--- src/rtl/ramblock_pkg.sv ---
// ramblock_pkg
// Shared definitions for the parametrised RAM-block FIFO:
//   - default data/address widths (9-bit words, 256 deep)
//   - par_ok(): parity check of a stored word against the selected sense
//   - cnt_w():  width of the occupancy counter for a given address width
package ramblock_pkg;

    localparam int DEF_DW = 9;
    localparam int DEF_AW = 8;

    // Widest word par_ok() can check. Narrower words are zero-extended,
    // which leaves the XOR reduction unchanged.
    localparam int MAX_DW = 64;

    // 1 when the ones-count parity of word matches the sense (1 odd, 0 even).
    function automatic logic par_ok(input logic [MAX_DW-1:0] word, input logic odd);
        return (^word) == odd;
    endfunction

    // The counter must hold 0..2**aw inclusive, hence one extra bit.
    function automatic int cnt_w(input int aw);
        return aw + 1;
    endfunction

endpackage

--- src/rtl/sdp_ram_array.sv ---
// sdp_ram_array
// Simple-dual-port RAM: one write port and one registered read port on a
// single clock. The array has no reset. A read and a write to the same
// address in the same cycle return the old contents (read-before-write),
// which the FIFO relies on when it is full and reads/writes together.
// Ports:
//   clk    in  clock, rising edge
//   we     in  write enable
//   waddr  in  write address
//   wdata  in  write data
//   re     in  read enable; rdata updates only when re is high
//   raddr  in  read address
//   rdata  out registered read data
module sdp_ram_array #(
    parameter int DW = 9,
    parameter int AW = 8
) (
    input  logic          clk,
    input  logic          we,
    input  logic [AW-1:0] waddr,
    input  logic [DW-1:0] wdata,
    input  logic          re,
    input  logic [AW-1:0] raddr,
    output logic [DW-1:0] rdata
);

    logic [DW-1:0] mem [2**AW];

    always_ff @(posedge clk) begin
        if (we) begin
            mem[waddr] <= wdata;
        end
        if (re) begin
            rdata <= mem[raddr];
        end
    end

endmodule

--- src/rtl/fifo_ramblock_sync_param.sv ---
// fifo_ramblock_sync_param
// Single-clock FIFO around one sdp_ram_array, with threshold flags,
// optional extra output register, parity generation/check and
// overflow/underflow pulses.
// Ports:
//   CLKS    in   clock, all logic rising-edge
//   RSTB    in   async active-low reset
//   DIn     in   write data (MSB is the parity slot)
//   WRB     in   active-low write strobe
//   RDB     in   active-low read strobe
//   PARGEN  in   1: generate parity into DIn[DW-1] on write
//   PAROOD  in   parity sense, 1 odd / 0 even, over all DW bits
//   THRESH  in   level threshold 0..2**AW
//   DO      out  read data, holds last value when DVAL=0
//   DVAL    out  one-cycle pulse per accepted read
//   FULL    out  level == 2**AW (registered)
//   EMPTY   out  level == 0 (registered)
//   EQTH    out  level == THRESH (combinational)
//   GEQTH   out  level >= THRESH (combinational)
//   WPE     out  write parity error pulse
//   RPE     out  read parity error pulse, aligned with DVAL
//   OVF     out  write rejected because full
//   UDF     out  read rejected because empty
//
// Handshake: a strobe low on a rising edge is a request. A read request is
// accepted when EMPTY=0; a write request is accepted when FULL=0 or a read
// is accepted on the same edge. There is no back-pressure wait: a rejected
// request is dropped and flagged by OVF/UDF on the next cycle. Each accepted
// read produces exactly one DVAL pulse 1+PIPE cycles later.
module fifo_ramblock_sync_param
    import ramblock_pkg::*;
#(
    parameter int DW   = DEF_DW,
    parameter int AW   = DEF_AW,
    parameter int PIPE = 0
) (
    input  logic          CLKS,
    input  logic          RSTB,
    input  logic [DW-1:0] DIn,
    input  logic          WRB,
    input  logic          RDB,
    input  logic          PARGEN,
    input  logic          PAROOD,
    input  logic [AW:0]   THRESH,
    output logic [DW-1:0] DO,
    output logic          DVAL,
    output logic          FULL,
    output logic          EMPTY,
    output logic          EQTH,
    output logic          GEQTH,
    output logic          WPE,
    output logic          RPE,
    output logic          OVF,
    output logic          UDF
);

    localparam int CW = cnt_w(AW);
    localparam logic [CW-1:0] DEPTH = {1'b1, {AW{1'b0}}};

    logic [AW-1:0] wptr;
    logic [AW-1:0] rptr;
    logic [CW-1:0] count;
    logic [CW-1:0] count_nxt;
    logic          full_q;
    logic          empty_q;
    logic          rd_acc;
    logic          wr_acc;
    logic [DW-1:0] wdata;
    logic          din_par_bad;
    logic [DW-1:0] ram_rdata;
    logic          ram_v;       // ram_rdata holds a freshly read word
    logic [DW-1:0] stage_data;  // word entering the DO register
    logic          stage_v;

    // Acceptance uses the registered flags, so no write-to-read fall-through.
    assign rd_acc = !RDB && !empty_q;
    assign wr_acc = !WRB && (!full_q || rd_acc);

    always_comb begin
        count_nxt = count;
        if (wr_acc && !rd_acc) begin
            count_nxt = count + 1'b1;
        end else if (rd_acc && !wr_acc) begin
            count_nxt = count - 1'b1;
        end
    end

    // With PARGEN the incoming MSB is replaced by the bit that makes the
    // whole word's parity match PAROOD.
    always_comb begin
        wdata = DIn;
        if (PARGEN) begin
            wdata[DW-1] = (^DIn[DW-2:0]) ^ PAROOD;
        end
    end

    assign din_par_bad = !par_ok(MAX_DW'(DIn), PAROOD);

    sdp_ram_array #(
        .DW(DW),
        .AW(AW)
    ) u_ram (
        .clk   (CLKS),
        .we    (wr_acc),
        .waddr (wptr),
        .wdata (wdata),
        .re    (rd_acc),
        .raddr (rptr),
        .rdata (ram_rdata)
    );

    always_ff @(posedge CLKS or negedge RSTB) begin
        if (!RSTB) begin
            wptr    <= '0;
            rptr    <= '0;
            count   <= '0;
            full_q  <= 1'b0;
            empty_q <= 1'b1;
            OVF     <= 1'b0;
            UDF     <= 1'b0;
            WPE     <= 1'b0;
            ram_v   <= 1'b0;
        end else begin
            if (wr_acc) begin
                wptr <= wptr + 1'b1;
            end
            if (rd_acc) begin
                rptr <= rptr + 1'b1;
            end
            count   <= count_nxt;
            full_q  <= (count_nxt == DEPTH);
            empty_q <= (count_nxt == '0);
            OVF     <= !WRB && !wr_acc;
            UDF     <= !RDB && empty_q;
            WPE     <= wr_acc && !PARGEN && din_par_bad;
            ram_v   <= rd_acc;
        end
    end

    // Optional extra register between the RAM read port and DO.
    generate
        if (PIPE != 0) begin : g_pipe
            logic [DW-1:0] s2_data;
            logic          s2_v;

            always_ff @(posedge CLKS or negedge RSTB) begin
                if (!RSTB) begin
                    s2_data <= '0;
                    s2_v    <= 1'b0;
                end else begin
                    s2_v <= ram_v;
                    if (ram_v) begin
                        s2_data <= ram_rdata;
                    end
                end
            end

            assign stage_data = s2_data;
            assign stage_v    = s2_v;
        end else begin : g_nopipe
            assign stage_data = ram_rdata;
            assign stage_v    = ram_v;
        end
    endgenerate

    // DO only loads on a valid word so it holds between reads; RPE is
    // judged on the word actually presented, whatever PARGEN was.
    always_ff @(posedge CLKS or negedge RSTB) begin
        if (!RSTB) begin
            DO   <= '0;
            DVAL <= 1'b0;
            RPE  <= 1'b0;
        end else begin
            DVAL <= stage_v;
            RPE  <= stage_v && !par_ok(MAX_DW'(stage_data), PAROOD);
            if (stage_v) begin
                DO <= stage_data;
            end
        end
    end

    assign FULL  = full_q;
    assign EMPTY = empty_q;
    assign EQTH  = (count == THRESH);
    assign GEQTH = (count >= THRESH);

endmodule

--- config.mk ---
export PLATFORM = sky130hd
export DESIGN_NAME = fifo_ramblock_sync_param
export DESIGN_NICKNAME = d
export VERILOG_FILES = /design/src/rtl/ramblock_pkg.sv /design/src/rtl/sdp_ram_array.sv /design/src/rtl/fifo_ramblock_sync_param.sv
export SDC_FILE = /design/constraint.sdc
export NUM_CORES = 2
export LEC_CHECK = 0
export CAP_MARGIN = 20
export CORE_MARGIN = 4
export CORE_UTILIZATION = 45
export DETAILED_ROUTE_END_ITERATION = 12
export PLACE_DENSITY_LB_ADDON = 0.12
export SLEW_MARGIN = 20
export SYNTH_ARGS = -nofsm -noshare
export SYNTH_HDL_FRONTEND = slang
export SYNTH_SLANG_ARGS = --single-unit
--- constraint.sdc ---
create_clock -name CLKS -period 3.7 [get_ports CLKS]
set_input_delay 0.555 -clock CLKS [delete_from_list [all_inputs] [get_ports CLKS]]
set_output_delay 0.555 -clock CLKS [all_outputs]
set_load 0.05 [all_outputs]
### After elaboration in Yosys (flattened, before gate mapping)

Memories as Yosys holds them, arrays and structs flattened. A register that Yosys moved wholly into a read port is not among the register bits.
Cells that the tools add are included.

| storage, ports and cells | value |
|---|---|
| flip-flop bits (word level) | 42 |
| bits in latches | 0 |
| bits in writable memories | 2304 |
| memory bits (read-only) | 0 |
| input bits | 24 |
| word-level logic and storage cells | 51 |
| memories | 1 |

| operators by class | value |
|---|---|
| $add $sub $neg | 4 |
| multipliers | 0 |
| div/mod/pow operators | 0 |
| order comparisons | 1 |
| equality and inequality tests | 4 |
| shift operators | 0 |
| muxes and demuxes | 5 |
| bitwise gates (word level) | 1 |
| reduce and logical (&&, ||, !) cells | 23 |

Memory list:

| memory | words | bits a word | read ports | clocked after Yosys merged registers in | wr ports | line | text |
|---|---|---|---|---|---|---|---|
| u_ram.mem | 256 | 9 | 1 | 1 | 1 | sdp_ram_array.sv:27 | `logic [DW-1:0] mem [2**AW];` |

Operators with widths:

| kind | number |
|---|---|
| $reduce_xor 64->1 | 2 |
| $mux 9 | 2 |
| $add 8x1->8 const B | 2 |
| $add 9x1->9 const B | 1 |
| $eq 9x9->1 | 1 |
| $eq 9x9->1 const B | 1 |
| $ge 9x9->1 | 1 |
| $logic_and 1x1->1 | 9 |
| $logic_not 1->1 | 9 |
| $logic_not 9->1 | 1 |
| $sub 9x1->9 const B | 1 |
| $reduce_xor 8->1 | 1 |
| $mux 1 | 3 |
| $eq 1x1->1 | 2 |
| $logic_or 1x1->1 | 1 |
| $xor 1x1->1 | 1 |

### Depth between registers and ports, before layout

| logic depth | value |
|---|---|
| depth in word-level cells | 9 |
| mapped depth | 13 |
| mapped depth without buffers | 9 |

### By module

From an unflattened synthesis, not the netlist that was laid out.

| unflattened totals | value |
|---|---|
| cells, all modules | 4447 |
| area total of the unflattened synthesis | 91726.7 sq um |

By module, submodules not included:

| module | times used | cells an instance | area each (sq um) | sequential area each (sq um) |
|---|---|---|---|---|
| sdp_ram_array | 1 | 4237 | 89368.2 | 69456.6 |
| fifo_ramblock_sync_param | 1 | 210 | 2358.5 | 1052.3 |

### Worst setup path after synthesis

OpenSTA, ideal clock, no wires.

| timing path | value |
|---|---|
| path kind | in2reg |
| from | in DIn[4] |
| to | mem u_ram.mem[0][8] (data pin) |
| library setup time | 0.557 ns |
| arrival time | 3.045 ns |
| slack | 0.098 ns |
| cell stages on the path | 5 |
| cell sequence | xnor2_1 > xnor2_1 > xnor2_1 > xnor2_1 > mux2_2 |

| between the ends | value |
|---|---|
| longest elaborated chain between the ends | 3 |

RTL lines:

| what | line | text |
|---|---|---|
| start: declaration | fifo_ramblock_sync_param.sv:39 | `input logic [DW-1:0] DIn,` |
| $reduce_xor 8->1 | fifo_ramblock_sync_param.sv:93 | `wdata[DW-1] = (^DIn[DW-2:0]) ^ PAROOD;` |
| $xor 1x1->1 | fifo_ramblock_sync_param.sv:93 |  |
| $mux 1 | fifo_ramblock_sync_param.sv:92 | `if (PARGEN) begin` |
| named net u_ram.wdata[8] | sdp_ram_array.sv:21 | `input logic [DW-1:0] wdata,` |
| end: declaration | sdp_ram_array.sv:27 |  |

The timed path passes the listed nets, and every way through them passes these cells.

==> metrics.md <==
| Metric | Value |
|---|---|
| Status | `complete, no violations` |
| CP max FO | `22` |
| Largest net degree at the start of global routing | `roughly 180` |
| DIE WIDTH | `461.1 um` |
| Final WL | `about 280000 um` |
| Die Area | `212600 sq um` |
| Cell Chain, Critical Path | `buf_12, nor2_4, buf_4, a221o_1, a211oi_1, buf_4, nor4_2, nand3_1, o41ai_1, buf_4, a21oi_1` |
| Crit path buf inv count | `4` |
| Die H | `between 400 and 500 um` |
| Yosys cell types | `87` |
| CTS tree | `built` |
| Cell Area, Synth | `approximately 92000 sq um` |
| Placer Congestion | `0.8785` |
| Cell area power density | `~750 nW/um^2` |
| Final Cycle Share | `0.9792` |
| WS Path Type | `register to register` |
| Hpwl dp | `about 180000 um` |
| Synth Area per Inst | `20.92 sq um` |
| CORE AREA | `204400 sq um` |
| Final #Nets | `between 5000 and 6000` |
| Initial antenna violation count | `11` |
| Total nets after synthesis | `around 4500` |
| CP Launch Type | `register` |
| WP data arrival | `roughly 4200 ps` |
| Tightest Pin Transition | `~1200 ps` |
| EDFF count, synth | `between 2000 and 2500` |
| First-pass GRT wire length | `about 390000 um` |
| Hold Path Depth | `1` |
| DRT Pass-1 Iters | `5` |
| Initial Util | `0.4521` |
| Htree depth | `4` |
| RSZ-0062 raised after global routing | `no` |
| Cell mode on critical path | `buf_4` |
| Synth top area share | `0.7518` |
| Max Slew Vio Count | `0` |
| Max VDD drop | `just under 0.0008 V` |
| Antenna viol nets, final | `0` |
| Setup-failing EPs final | `0` |
| FILL cells | `roughly 16000` |
| Vias in the first global route | `between 40000 and 50000` |
| Clock buffer depth | `3` |
| # DRC | `0` |
| Vias per inst | `slightly above 6` |
| WP depth | `11` |
| Leak Pwr | `35.76 nW` |
| Critical Path Max Stage Delay | `approximately 660 ps` |
| Worst Hold Class | `input port to register` |
| CP max stage cell | `dfrtp_4` |
| Ports | `42` |
| Clk slew on worst S/H paths | `70 ps` |
| Slew HR | `0.2142` |
| Gr usage total | `0.2598` |
| TritonCTS Buffers | `235` |
| Share of cells above drive strength 1 | `0.2988` |
| Port buffer count | `41` |
| Final Hold Viols | `0` |
| Async S/R FF share, synth | `0.01783` |
| First DRT Iteration DRCs | `around 6300` |
| Min Tclk post-route | `between 3000 and 4000 ps` |
| FP Rows | `approximately 170` |
| Multi-input logic area | `20010 sq um` |
| Worst skew pair latency | `approximately 880 ps` |
| FF-to-FF setup slack | `80 ps` |
| Sequential Area | `70530 sq um` |
| Synthesized flop and latch total | `between 2000 and 2500` |
| WL/cell | `approximately 34 um` |
| Synth warnings | `0` |
| Most frequent cell after synthesis | `edfxtp_1` |
| Grt ovf | `0` |
| Worst reg2reg path depth | `11` |
| Post-synthesis cell count | `~4400` |
| Pre-CTS WS | `-351.6 ps` |
| Area leader, netlist | `edfxtp_1` |
| Final WS setup | `about 77 ps` |
| Ys flop type | `edfxtp_1` |
| # clock sinks | `roughly 2400` |
| Final Power | `roughly 0.082 W` |
| Layout area overhead | `17.53%` |
| Max_cap viols | `0` |
| Top cells by area, synth | `edfxtp_1 75%, mux4_2 12%, mux2i_1 2.2%, nor2_1 1.2%, dfrtp_1 1.1%` |
| Worst EP required | `4300 ps` |
| Critical Path End Type | `register` |
| Root Driver | `clkbuf_16` |
| Via count | `48993` |
| Top cells by count, synth | `2313 x edfxtp_1, 475 x mux4_2, 298 x nor2_1, 202 x mux2i_1, 122 x nand2_1` |
| Clk_skew | `between 30 and 40 ps` |
| Crit path max-delay family | `simple AND/OR/NAND/NOR gates` |
| Sequential area share after synthesis | `0.7631` |
| Peak Freq | `about 0.28 GHz` |
## path summary, 6_finish.rpt
check	start	end
setup reg to reg	rptr[2]$_DFFE_PN0P_	u_ram.rdata[5]$_DFFE_PP_
hold / removal	DIn[3]	u_ram.mem[9][3]$_DFFE_PP_
hold reg to reg	DO[2]$_DFFE_PN0P_	DO[2]$_DFFE_PN0P_
setup / recovery	rptr[2]$_DFFE_PN0P_	u_ram.rdata[5]$_DFFE_PP_
max in group asynchronous	RSTB	EMPTY$_DFF_PN1_
min in group asynchronous	RSTB	WPE$_DFF_PN0_
## power breakdown
group          total [W]  internal (W)  leakage, nW  switching [W]
clock             0.0242        0.0139         3.82         0.0103
combinational     0.0269        0.0107         10.6         0.0162
sequential        0.0307        0.0301         21.3       0.000621
total             0.0818        0.0547         35.8         0.0271
## routing by layer
layer,vias to the layer above,part of all wire,global-route usage
met5,-,0.000047,0
met1,26371,0.42,0.3815
li1,19869,-,-
met2,2330,0.47,0.4015
met3,421,0.080,0.04090
met4,2,0.035,0.08532
## worst reg2reg max path, cell delays in order (launching register included)
cell	delay, ps
dfrtp_4	660
buf_12	250
nor2_4	390
buf_4	370
a221o_1	260
a211oi_1	90
buf_4	180
nor4_2	400
nand3_1	260
o41ai_1	200
buf_4	230
a21oi_1	60
## kinds of logic after synthesis
family          share of synthesized area
simple gates                      0.02729
mux                                0.1493
buf+inv                           0.02168
xor+xnor                         0.003792
compound gates                    0.03264
flops                              0.7631
fa+ha+maj                        0.002167
## area by class of cell
class                           count  area share
Sequential cell                  2355      0.6495
Clock inverter                    162     0.01469
Antenna cell                        7   0.0001613
Multi-Input combinational cell   1782      0.1842
Clock buffer                      286     0.05729
Inverter                           18   0.0006798
Timing Repair Buffer              738     0.06243
Tap cell                         2688     0.03097
## timing repair
action | in CTS | in global routing
gates resized for setup | 3 | 3
endpoints found under the setup margin | 4 | 4
pin swaps | 0 | 1
endpoints found under the hold margin | 74 | 0
setup buffers | 7 | 9
hold buffers | 7 | 0
## registers in the layout, indices dropped and copies added, names as in the netlist
name,cells
u_ram.mem,2304
count,9
ram_v,1
EMPTY,1
DO,9
RPE,1
WPE,1
rptr,8
FULL,1
UDF,1
OVF,1
u_ram.rdata,9
DVAL,1
wptr,8
## layout by cell type, fill, tap and decap left out, types with 13 or more instances in the layout
cell type / count
edfxtp_1: 2313
buf_4: 604
mux4_2: 475
nor2_1: 296
clkbuf_16: 242
mux2i_1: 202
nand2_1: 106
a21oi_1: 99
buf_12: 87
a22oi_1: 71
clkinv_1: 62
clkinv_2: 54
clkbuf_1: 44
a221oi_1: 40
nand3_1: 40
o22ai_1: 35
dfrtp_1: 34
xnor2_1: 32
mux4_1: 31
clkdlybuf4s50_1: 31
o21ai_0: 30
bufinv_16: 28
mux2_2: 22
o221ai_1: 19
a211oi_1: 18
nor3_1: 17
nand2_2: 16
ha_1: 16
inv_1: 14
nand4_1: 13
## metrics by stage
step           cell area [sq um]  cells  setup TNS [ps]  hold slack (ps)  utilization
4_1_cts                   108500   8020               0            139.5       0.5308
5_1_grt                   108600   8030               0            168.6       0.5312
3_5_place_dp              100500   7558          -618.5            520.4       0.4918
2_1_floorplan              92390   4416               0            259.4            -
6_report                  108600   8036               0            215.6       0.5313
3_3_place_gp              100500   7558          -571.1            508.1       0.4918
No activity file was read; power rests on OpenSTA's default activity.
